## src/rtl/sdad_uart_pkg.sv

```systemverilog
// Shared definitions for the UART register bank: protocol bytes, header
// layout, FSM state encodings and the millisecond-to-cycle conversion.
// Used by uart_regfile and uart_tx_seq. The optional write acknowledge is
// selected in uart_regfile with the macro UART_REGFILE_WRITE_ACK_EN.
package sdad_uart_pkg;

  // Response bytes
  localparam logic [7:0] ACK_BYTE = 8'h06;
  localparam logic [7:0] NAK_BYTE = 8'h15;

  // Header byte layout: bit 7 selects write (1) / read (0), bits 6..0 address
  localparam int unsigned HDR_WR_BIT    = 7;
  localparam int unsigned HDR_ADDR_MSB  = 6;
  localparam int unsigned HDR_ADDR_LSB  = 0;

  // Frame-level FSM owned by uart_regfile
  typedef enum logic [1:0] {
    ST_IDLE   = 2'd0,
    ST_DATA   = 2'd1,
    ST_COMMIT = 2'd2,
    ST_TX     = 2'd3
  } rf_state_e;

  // Byte transmit FSM owned by uart_tx_seq
  typedef enum logic [1:0] {
    TX_IDLE    = 2'd0,
    TX_LOAD    = 2'd1,
    TX_WAIT_HI = 2'd2,
    TX_WAIT_LO = 2'd3
  } tx_state_e;

  // Number of clock cycles in a given number of milliseconds
  function automatic int unsigned ms_to_cycles(input int unsigned clk_frq,
                                               input int unsigned ms);
    return (clk_frq / 32'd1000) * ms;
  endfunction

endpackage

```

## src/rtl/uart_tx_seq.sv

```systemverilog
// Transmit sequencer: sends the low nbytes bytes of a 32-bit word over the
// UART Tx handshake, LSB byte first. Each byte is loaded only while the
// transmitter is idle, then the sequencer waits for busy to rise and fall.
// A Tx error abandons the remaining bytes. done_o pulses once at the end.
module uart_tx_seq
  import sdad_uart_pkg::*;
(
  input  logic        clk,
  input  logic        rstb,
  input  logic        start_i,
  input  logic [31:0] word_i,
  input  logic [2:0]  nbytes_i,
  input  logic        tx_busy_i,
  input  logic        tx_err_i,
  output logic        tx_send_o,
  output logic [7:0]  tx_data_o,
  output logic        done_o
);

  tx_state_e   state_q;
  logic [31:0] word_q;
  logic [2:0]  nbytes_q;
  logic [2:0]  cnt_q;
  logic        tx_send_q;
  logic [7:0]  tx_data_q;
  logic        done_q;

  // Byte transmit state machine with registered send/data/done outputs
  always_ff @(posedge clk) begin
    if (!rstb) begin
      state_q   <= TX_IDLE;
      word_q    <= 32'd0;
      nbytes_q  <= 3'd0;
      cnt_q     <= 3'd0;
      tx_send_q <= 1'b0;
      tx_data_q <= 8'd0;
      done_q    <= 1'b0;
    end else begin
      tx_send_q <= 1'b0;
      done_q    <= 1'b0;
      case (state_q)
        TX_IDLE: begin
          if (start_i) begin
            word_q   <= word_i;
            nbytes_q <= nbytes_i;
            cnt_q    <= 3'd0;
            state_q  <= TX_LOAD;
          end
        end
        TX_LOAD: begin
          if (tx_err_i) begin
            done_q  <= 1'b1;
            state_q <= TX_IDLE;
          end else if (!tx_busy_i) begin
            tx_send_q <= 1'b1;
            tx_data_q <= word_q[7:0];
            word_q    <= {8'd0, word_q[31:8]};
            state_q   <= TX_WAIT_HI;
          end
        end
        TX_WAIT_HI: begin
          if (tx_err_i) begin
            done_q  <= 1'b1;
            state_q <= TX_IDLE;
          end else if (tx_busy_i) begin
            state_q <= TX_WAIT_LO;
          end
        end
        TX_WAIT_LO: begin
          if (tx_err_i) begin
            done_q  <= 1'b1;
            state_q <= TX_IDLE;
          end else if (!tx_busy_i) begin
            if (cnt_q == (nbytes_q - 3'd1)) begin
              done_q  <= 1'b1;
              state_q <= TX_IDLE;
            end else begin
              cnt_q   <= cnt_q + 3'd1;
              state_q <= TX_LOAD;
            end
          end
        end
        default: begin
          state_q <= TX_IDLE;
        end
      endcase
    end
  end

  assign tx_send_o = tx_send_q;
  assign tx_data_o = tx_data_q;
  assign done_o    = done_q;

endmodule

```

## src/rtl/uart_regfile.sv

```systemverilog
// UART-driven register bank. Decodes header/data byte frames from the Rx
// side, writes C_REG_COUNT registers of C_REG_WIDTH bits and answers
// read requests through uart_tx_seq. Handles invalid addresses (NAK on
// read, discard on write), Rx errors and an inter-byte timeout.
// Optional feature: define UART_REGFILE_WRITE_ACK_EN to answer each write
// frame with ACK (valid address) or NAK (invalid address).
module uart_regfile
  import sdad_uart_pkg::*;
#(
  parameter int unsigned C_CLK_FRQ         = 100_000_000,
  parameter int unsigned C_UART_DATA_WIDTH = 8,
  parameter int unsigned C_REG_COUNT       = 16,
  parameter int unsigned C_REG_WIDTH       = 16,
  parameter int unsigned C_TIMEOUT         = 2
)(
  input  logic                                 clk,
  input  logic                                 rstb,
  input  logic                                 rxValid,
  output logic                                 rxAck,
  input  logic [C_UART_DATA_WIDTH-1:0]         rxData,
  input  logic                                 rxErr,
  input  logic                                 txBusy,
  output logic                                 txSend,
  output logic [C_UART_DATA_WIDTH-1:0]         txData,
  input  logic                                 txErr,
  output logic [C_REG_COUNT*C_REG_WIDTH-1:0]   regs,
  output logic [C_REG_COUNT-1:0]               wstrb,
  output logic                                 busy
);

  localparam int unsigned NB        = (C_REG_WIDTH + 7) / 8;
  localparam int unsigned AW        = (C_REG_COUNT > 1) ? $clog2(C_REG_COUNT) : 1;
  localparam int unsigned TO_CYCLES = ms_to_cycles(C_CLK_FRQ, C_TIMEOUT);
  localparam logic [1:0]  LAST_BYTE = 2'(NB - 1);
  localparam logic [7:0]  REG_CNT_8 = 8'(C_REG_COUNT);

  rf_state_e              state_q;
  logic [6:0]             addr_q;
  logic [1:0]             byte_cnt_q;
  logic [C_REG_WIDTH-1:0] wdata_q;
  logic [C_REG_WIDTH-1:0] regs_q [C_REG_COUNT];
  logic [C_REG_COUNT-1:0] wstrb_q;
  logic                   rx_ack_q;
  logic                   rx_armed_q;
  logic                   tx_start_q;
  logic [31:0]            tx_word_q;
  logic [2:0]             tx_nbytes_q;
  logic [31:0]            to_cnt_q;

  logic                   rx_accept_s;
  logic                   hdr_wr_s;
  logic [6:0]             hdr_addr_s;
  logic                   hdr_valid_s;
  logic                   addr_valid_s;
  logic                   timeout_s;
  logic [31:0]            rd_word_s;
  logic                   tx_done_s;

  // Header decode, Rx accept qualification and read-back word selection
  always_comb begin
    rx_accept_s  = rxValid && rx_armed_q &&
                   ((state_q == ST_IDLE) || (state_q == ST_DATA));
    hdr_wr_s     = rxData[HDR_WR_BIT];
    hdr_addr_s   = rxData[HDR_ADDR_MSB:HDR_ADDR_LSB];
    hdr_valid_s  = ({1'b0, hdr_addr_s} < REG_CNT_8);
    addr_valid_s = ({1'b0, addr_q} < REG_CNT_8);
    timeout_s    = (C_TIMEOUT != 32'd0) && (state_q == ST_DATA) &&
                   (to_cnt_q >= 32'(TO_CYCLES));
    rd_word_s    = 32'd0;
    rd_word_s[C_REG_WIDTH-1:0] = regs_q[hdr_addr_s[AW-1:0]];
  end

  // Rx handshake: ack pulse per accepted byte, re-arm only after rxValid drops
  always_ff @(posedge clk) begin
    if (!rstb) begin
      rx_ack_q   <= 1'b0;
      rx_armed_q <= 1'b1;
    end else begin
      rx_ack_q <= rx_accept_s;
      if (rx_accept_s) begin
        rx_armed_q <= 1'b0;
      end else if (!rxValid) begin
        rx_armed_q <= 1'b1;
      end else begin
        rx_armed_q <= rx_armed_q;
      end
    end
  end

  // Inter-byte timeout counter, runs only while collecting write data
  always_ff @(posedge clk) begin
    if (!rstb) begin
      to_cnt_q <= 32'd0;
    end else if (rx_accept_s || (state_q != ST_DATA)) begin
      to_cnt_q <= 32'd0;
    end else if (to_cnt_q < 32'(TO_CYCLES)) begin
      to_cnt_q <= to_cnt_q + 32'd1;
    end else begin
      to_cnt_q <= to_cnt_q;
    end
  end

  // Frame FSM: header decode, data collection, commit and response launch
  always_ff @(posedge clk) begin
    if (!rstb) begin
      state_q     <= ST_IDLE;
      addr_q      <= 7'd0;
      byte_cnt_q  <= 2'd0;
      wdata_q     <= {C_REG_WIDTH{1'b0}};
      wstrb_q     <= {C_REG_COUNT{1'b0}};
      tx_start_q  <= 1'b0;
      tx_word_q   <= 32'd0;
      tx_nbytes_q <= 3'd0;
      for (int i = 0; i < int'(C_REG_COUNT); i++) begin
        regs_q[i] <= {C_REG_WIDTH{1'b0}};
      end
    end else begin
      wstrb_q    <= {C_REG_COUNT{1'b0}};
      tx_start_q <= 1'b0;
      case (state_q)
        ST_IDLE: begin
          if (rx_accept_s) begin
            if (rxErr) begin
              state_q <= ST_IDLE;
            end else if (hdr_wr_s) begin
              addr_q     <= hdr_addr_s;
              byte_cnt_q <= 2'd0;
              wdata_q    <= {C_REG_WIDTH{1'b0}};
              state_q    <= ST_DATA;
            end else begin
              addr_q     <= hdr_addr_s;
              tx_start_q <= 1'b1;
              if (hdr_valid_s) begin
                tx_word_q   <= rd_word_s;
                tx_nbytes_q <= 3'(NB);
              end else begin
                tx_word_q   <= {24'd0, NAK_BYTE};
                tx_nbytes_q <= 3'd1;
              end
              state_q <= ST_TX;
            end
          end
        end
        ST_DATA: begin
          if (rx_accept_s) begin
            if (rxErr) begin
              byte_cnt_q <= 2'd0;
              state_q    <= ST_IDLE;
            end else begin
              // Bits of the last byte above the register width are dropped
              for (int b = 0; b < int'(C_REG_WIDTH); b++) begin
                if ((b / 8) == int'(byte_cnt_q)) begin
                  wdata_q[b] <= rxData[b % 8];
                end
              end
              if (byte_cnt_q == LAST_BYTE) begin
                byte_cnt_q <= 2'd0;
                state_q    <= ST_COMMIT;
              end else begin
                byte_cnt_q <= byte_cnt_q + 2'd1;
              end
            end
          end else if (timeout_s) begin
            byte_cnt_q <= 2'd0;
            state_q    <= ST_IDLE;
          end
        end
        ST_COMMIT: begin
          if (addr_valid_s) begin
            regs_q[addr_q[AW-1:0]]  <= wdata_q;
            wstrb_q[addr_q[AW-1:0]] <= 1'b1;
          end
`ifdef UART_REGFILE_WRITE_ACK_EN
          tx_start_q  <= 1'b1;
          tx_word_q   <= {24'd0, (addr_valid_s ? ACK_BYTE : NAK_BYTE)};
          tx_nbytes_q <= 3'd1;
          state_q     <= ST_TX;
`else
          state_q     <= ST_IDLE;
`endif
        end
        ST_TX: begin
          if (tx_done_s) begin
            state_q <= ST_IDLE;
          end
        end
        default: begin
          state_q <= ST_IDLE;
        end
      endcase
    end
  end

  uart_tx_seq u_tx_seq (
    .clk       (clk),
    .rstb      (rstb),
    .start_i   (tx_start_q),
    .word_i    (tx_word_q),
    .nbytes_i  (tx_nbytes_q),
    .tx_busy_i (txBusy),
    .tx_err_i  (txErr),
    .tx_send_o (txSend),
    .tx_data_o (txData),
    .done_o    (tx_done_s)
  );

  for (genvar g = 0; g < int'(C_REG_COUNT); g++) begin : g_flat
    assign regs[g*C_REG_WIDTH +: C_REG_WIDTH] = regs_q[g];
  end

  assign rxAck = rx_ack_q;
  assign wstrb = wstrb_q;
  assign busy  = (state_q != ST_IDLE);

endmodule

```

## config.mk

```make
export PLATFORM = sky130hd
export DESIGN_NAME = uart_regfile
export DESIGN_NICKNAME = d
export VERILOG_FILES = /design/src/rtl/sdad_uart_pkg.sv /design/src/rtl/uart_tx_seq.sv /design/src/rtl/uart_regfile.sv
export SDC_FILE = /design/constraint.sdc
export NUM_CORES = 1
export LEC_CHECK = 0
export BUFFER_PORTS_ARGS = -buffer_cell sky130_fd_sc_hd__buf_2
export CORE_ASPECT_RATIO = 0.5
export CORE_MARGIN = 8
export CORE_UTILIZATION = 51
export DETAILED_ROUTE_END_ITERATION = 6
export PLACE_DENSITY_LB_ADDON = 0.15
export SLEW_MARGIN = 20
export SYNTH_ARGS = -nofsm -noshare
export SYNTH_HDL_FRONTEND = slang
export SYNTH_SLANG_ARGS = --single-unit
```

## constraint.sdc

```tcl
create_clock -name clk -period 3.03 [get_ports clk]
set_input_delay 0.303 -clock clk [delete_from_list [all_inputs] [get_ports clk]]
set_output_delay 0.303 -clock clk [all_outputs]
set_load 0.01 [all_outputs]
```

==> results by stage <==
Power and ir drop:
- The proportion of power drawn by flip-flops and latches is around half.
- In this run the power density over the cells is 570 nW/um2.
- The net switching component of the power is 0.00260 W.
- The sum of internal, switching and leakage power is 0.0113 W.
- Net switching is 23.0% of the power.
- The clock network is responsible for between 40 and 50% of the overall power.
- The analysis attributes to cell leakage a power of 8.15 nW.
- The part of the power in combinational logic is under 10%.
- The internal portion of the total power is 0.00874 W.
- The maximum vdd ir drop is around 0.34 mV.

Routing:
- After detailed routing, the number of vias per cell comes to 5.71.
- The iteration count of the initial detailed-routing pass is 5.
- The sum of routed wire length over all layers is 48.7 mm.
- The number of DRC violations after detailed routing is 0.
- In the final routed layout, each cell accounts on average for 24.7 um.
- The number of nets with antenna violations after routing is 0.
- Summing over every cut layer, the via total after detailed routing is roughly 11,000.
- The number of DRC markers in iteration 0 is 1,093.

GRT:
- The number of antenna violations at the first check in global routing came to 2.
- The total congestion overflow after global routing is 0.
- Entering global routing, the biggest net connects 58 pins.
- The wire length of the first global-routing pass is 71.6 mm.
- The all-layer global routing usage is between 20% and 30%.
- The via count of the first global-routing pass is between 10,000 and 15,000.

Worst hold path:
- Along the worst hold path, the cell count comes to 2.
- The worst hold-check path type is in2reg.
- In this run the most critical hold path is launched from rxData[7].
- For hold timing, the worst endpoint is tx_start_q$_SDFF_PP0_.

Layout:
- The repair_antennas step left the layout with diodes totalling 0.
- The number of standard cells in the layout, taps in and fillers out is 1,973.
- The register cell area after layout is 10,300 um2.
- The number of nets in the finished design is 1,537.
- The area used by multi-input combinational logic is approximately 6000 um2.
- The synthesis-to-finish area growth is 19.8%.
- Measured on the finished design, the core utilization comes to 62.5%.
- The fraction of layout cells with a size suffix above 1 is 32.3%.
- The filler cells instantiated in the layout total 2,492.
- Leaving out fill and tap cells, the most frequent cells in the layout are 295 x sky130_fd_sc_hd__buf_2, 280 x sky130_fd_sc_hd__and2_1, 256 x sky130_fd_sc_hd__edfxtp_1, 129 x sky130_fd_sc_hd__dfxtp_1, 68 x sky130_fd_sc_hd__nor2_1.
- Leaving out fill and tap cells, the most frequent cell in the layout is sky130_fd_sc_hd__buf_2.

Critical path:
- The largest stage delay on the critical path is 0.52 ns.
- The critical-path cell with the highest stage delay is sky130_fd_sc_hd__or4b_4.
- The data arrival time at the worst-slack endpoint is 2.88 ns.
- The worst register-to-register path has a setup slack of approximately 0.35 ns.
- The startpoint identified for the worst register-to-register timing path is state_q[1]$_SDFFE_PN0P_.
- The type of element launching the critical path is a flop.
- By instance count, the cell type seen most on the critical path is sky130_fd_sc_hd__nor3_4.
- The number of cells traversed by the worst register-to-register path is 6.
- The type of the setup path with the least slack is reg2reg.
- The maximum fanout along the worst path is 16.
- The dominant delay contributor by cell family on the critical path is simple AND/OR/NAND/NOR gates.
- The combined buffer and inverter count along the critical path is 1.
- For the worst setup path, the data required time is about 3.2 ns.
- The element type at the critical path end is a flop.
- The worst reg2reg path endpoint is regs_q[0][6]$_SDFFCE_PN0P_.
- The signal on the critical path passes through or4b_4, nor3_4, nand2_2, nor3_4, nand2b_1, buf_4.

Synthesis:
- The synthesized design spends more area on one cell type than any other, namely sky130_fd_sc_hd__edfxtp_1.
- The number of nets in the synthesized netlist is 1,240.
- Sequential cells were found to cover 61.9% of the synthesized design area.
- Counting every instance in the synthesized netlist gives 1,218.
- For this run, the number of Yosys warnings is 0.
- The mean instance size in the synthesized netlist is ~14 um2.
- The post-synthesis instance area is 16,600 um2.
- Of the post-synthesis cell area, the dominant cell type holds between 40% and 50%.
- Sorting the synthesized cells by area gives the leading types as sky130_fd_sc_hd__edfxtp_1 46%, sky130_fd_sc_hd__dfxtp_1 16%, sky130_fd_sc_hd__and2_1 11%.
- In this run, synthesis produced a sequential element count of 385.
- The number of library cell types mapped by synthesis is between 50 and 60.

Placement:
- After detailed placement, the design holds a cell count of ~1,900.
- The wire-length estimate of the detail-placed layout is 34.9 mm.
- The number of I/O port buffers is a little under 300.
- The congestion estimate from routability-driven global placement came to 0.878.

Clocking:
- The TritonCTS clock tree is built.
- The worst-case clock buffer depth is 3.
- Clock tree synthesis found a total of 385 sinks.
- The cell at the root of the clock tree is sky130_fd_sc_hd__clkbuf_16.
- The post-CTS setup buffer count is 0.
- The H-tree was split into 2 levels.
- At the later pin of the worst-skew pair, clock insertion delay measures 0.53 ns.
- The clock transition at the registers of the reported paths is 0.06 ns.
- Clock tree synthesis inserted a total of 36 buffers.

Run:
- The max-cap check violation count is 0.

Timing:
- In the finished design, the share of the clock period the worst path needs comes to ~90%.
- The worst slew margin relative to its limit is 26.7%.
- The final clock skew is approximately 0.02 ns.
- At the pin with the least slew margin, the transition time is 1.10 ns.
- The final-report hold violation count is 0.
- The total count of max-transition violations in the final report is 0.
- The final hold slack is 0.0883 ns.
- The highest clock frequency the design can meet is 0.373 GHz.
- The smallest clock period supported by the final layout is computed as 2.68 ns.
- Setup violations remaining at the end of the flow were counted as 0.
- Setup repair after global routing left no endpoint under its margin.

Floorplan:
- The die covers just under 40,000 um2.
- The core region is ~32,000 um2.
- The initial utilization of the core area, before any placement, comes to 52.1%.
- The I/O pin count is 297.
- After floorplanning, the core was divided into 46 placement rows.
- The vertical extent of the die is around 140 um.
- The die is 271 um wide.

Run status:
- The run finished with clean final reports.
==> stage by stage <==
stage	area (um2)	setup TNS, ns	worst slack [ns]
after CTS	19900	0	0.401
after floorplan	16600	-1.02	-0.0227
after global placement	18700	0	0.480
after detailed placement	18700	0	0.427
final	19900	0	0.349
after global routing	19900	0	0.268
==> how the worst max path moves through the flow <==
stage | endpoint | startpoint | cells past startpoint
floorplan | regs_q[12][0]$_SDFFCE_PN0P_ | state_q[0]$_SDFFE_PN0P_ | 5
detailed placement | regs_q[0][12]$_SDFFCE_PN0P_ | state_q[1]$_SDFFE_PN0P_ | 6
global route | tx_word_q[8]$_SDFFE_PN0P_ | state_q[1]$_SDFFE_PN0P_ | 6
global placement | regs_q[0][14]$_SDFFCE_PN0P_ | state_q[1]$_SDFFE_PN0P_ | 6
CTS | regs_q[0][6]$_SDFFCE_PN0P_ | state_q[1]$_SDFFE_PN0P_ | 6
finish | regs_q[0][6]$_SDFFCE_PN0P_ | state_q[1]$_SDFFE_PN0P_ | 6
==> sequential cells by signal, indices dropped and copies added, names as in the netlist <==
signal / flops
tx_nbytes_q: 2
u_tx_seq.tx_data_o: 8
wdata_q: 16
tx_start_q: 1
to_cnt_q: 32
u_tx_seq.state_q: 2
tx_word_q: 16
u_tx_seq.word_q: 16
u_tx_seq.cnt_q: 3
rx_armed_q: 1
u_tx_seq.tx_send_o: 1
addr_q: 7
byte_cnt_q: 2
wstrb: 16
rxAck: 1
u_tx_seq.done_o: 1
regs_q: 256
u_tx_seq.nbytes_q: 2
state_q: 2
==> power groups by stage <==
stage | registers, W | logic (W) | clock network (W)
after CTS | 0.00586 | 0.000849 | 0.00468
after detailed placement | 0.00598 | 0.000845 | 0
final | 0.00586 | 0.000849 | 0.00463
after global routing | 0.00588 | 0.000900 | 0.00491
after global placement | 0.00597 | 0.000831 | 0
after floorplan | 0.00599 | 0.000439 | 0
==> cell type report <==
cell class | instances | share of cell area (%)
inverters | 13 | 0.245
clock buffers | 46 | 4.98
repair buffers | 340 | 9.45
well taps | 432 | 2.72
multi-input cells | 739 | 30.0
flip-flops and latches | 385 | 51.6
clock inverters | 18 | 0.975
==> timing repair <==
item                      in CTS  in global routing
resized for setup              0                  0
hold endpoints to repair       1                  0
hold buffers                   1                  0
==> metal layers <==
layer	routed length, um	vias to the layer above	part of all wire (%)	GRT usage [%]
li1	-	4986	-	-
met5	0	-	0	0
met2	24400	462	50	41.9
met4	1270	0	2.6	7.01
met3	3370	80	6.9	4.86
met1	19700	5732	40	31.4
==> logic make-up (layout without fill, tap and decap cells) <==
logic type                 Yosys count  in the layout  share of synthesized area, %
xor gates and xnor gates            15             15                         0.792
adders and majority gates            8              8                         0.603
DFF                                385            385                          61.9
muxes                              133            133                          13.1
and+or+nand+nor                    479            479                          17.4
buffers and inverters               94            417                          2.44
AOI/OAI and AO/OA                  104            104                          3.79
==> synthesized netlist by cell type, drive strengths merged <==
| library cell | number |
|---|---|
| ha | 8 |
| nand2 | 30 |
| and2 | 280 |
| mux2i | 66 |
| or4b | 1 |
| nor4 | 5 |
| inv | 13 |
| buf | 33 |
| and3 | 3 |
| nor4b | 2 |
| a211oi | 9 |
| a21oi | 25 |
| o21a | 5 |
| nand4 | 3 |
| a311oi | 1 |
| or3 | 5 |
| nand2b | 8 |
| o211ai | 4 |
| mux4 | 67 |
| nand3b | 13 |
| xnor2 | 11 |
| a31oi | 1 |
| o22ai | 13 |
| a21o | 13 |
| dfxtp | 129 |
| nor2 | 80 |
| or2 | 3 |
| xor2 | 4 |
| o31ai | 2 |
| o21ai | 30 |
| or4 | 3 |
| nor3 | 16 |
| edfxtp | 256 |
| nor2b | 5 |
| and4 | 2 |
| nand3 | 14 |
| a41o | 1 |
| clkbuf | 48 |
| nor3b | 6 |
No activity file was read; power rests on OpenSTA's default activity.
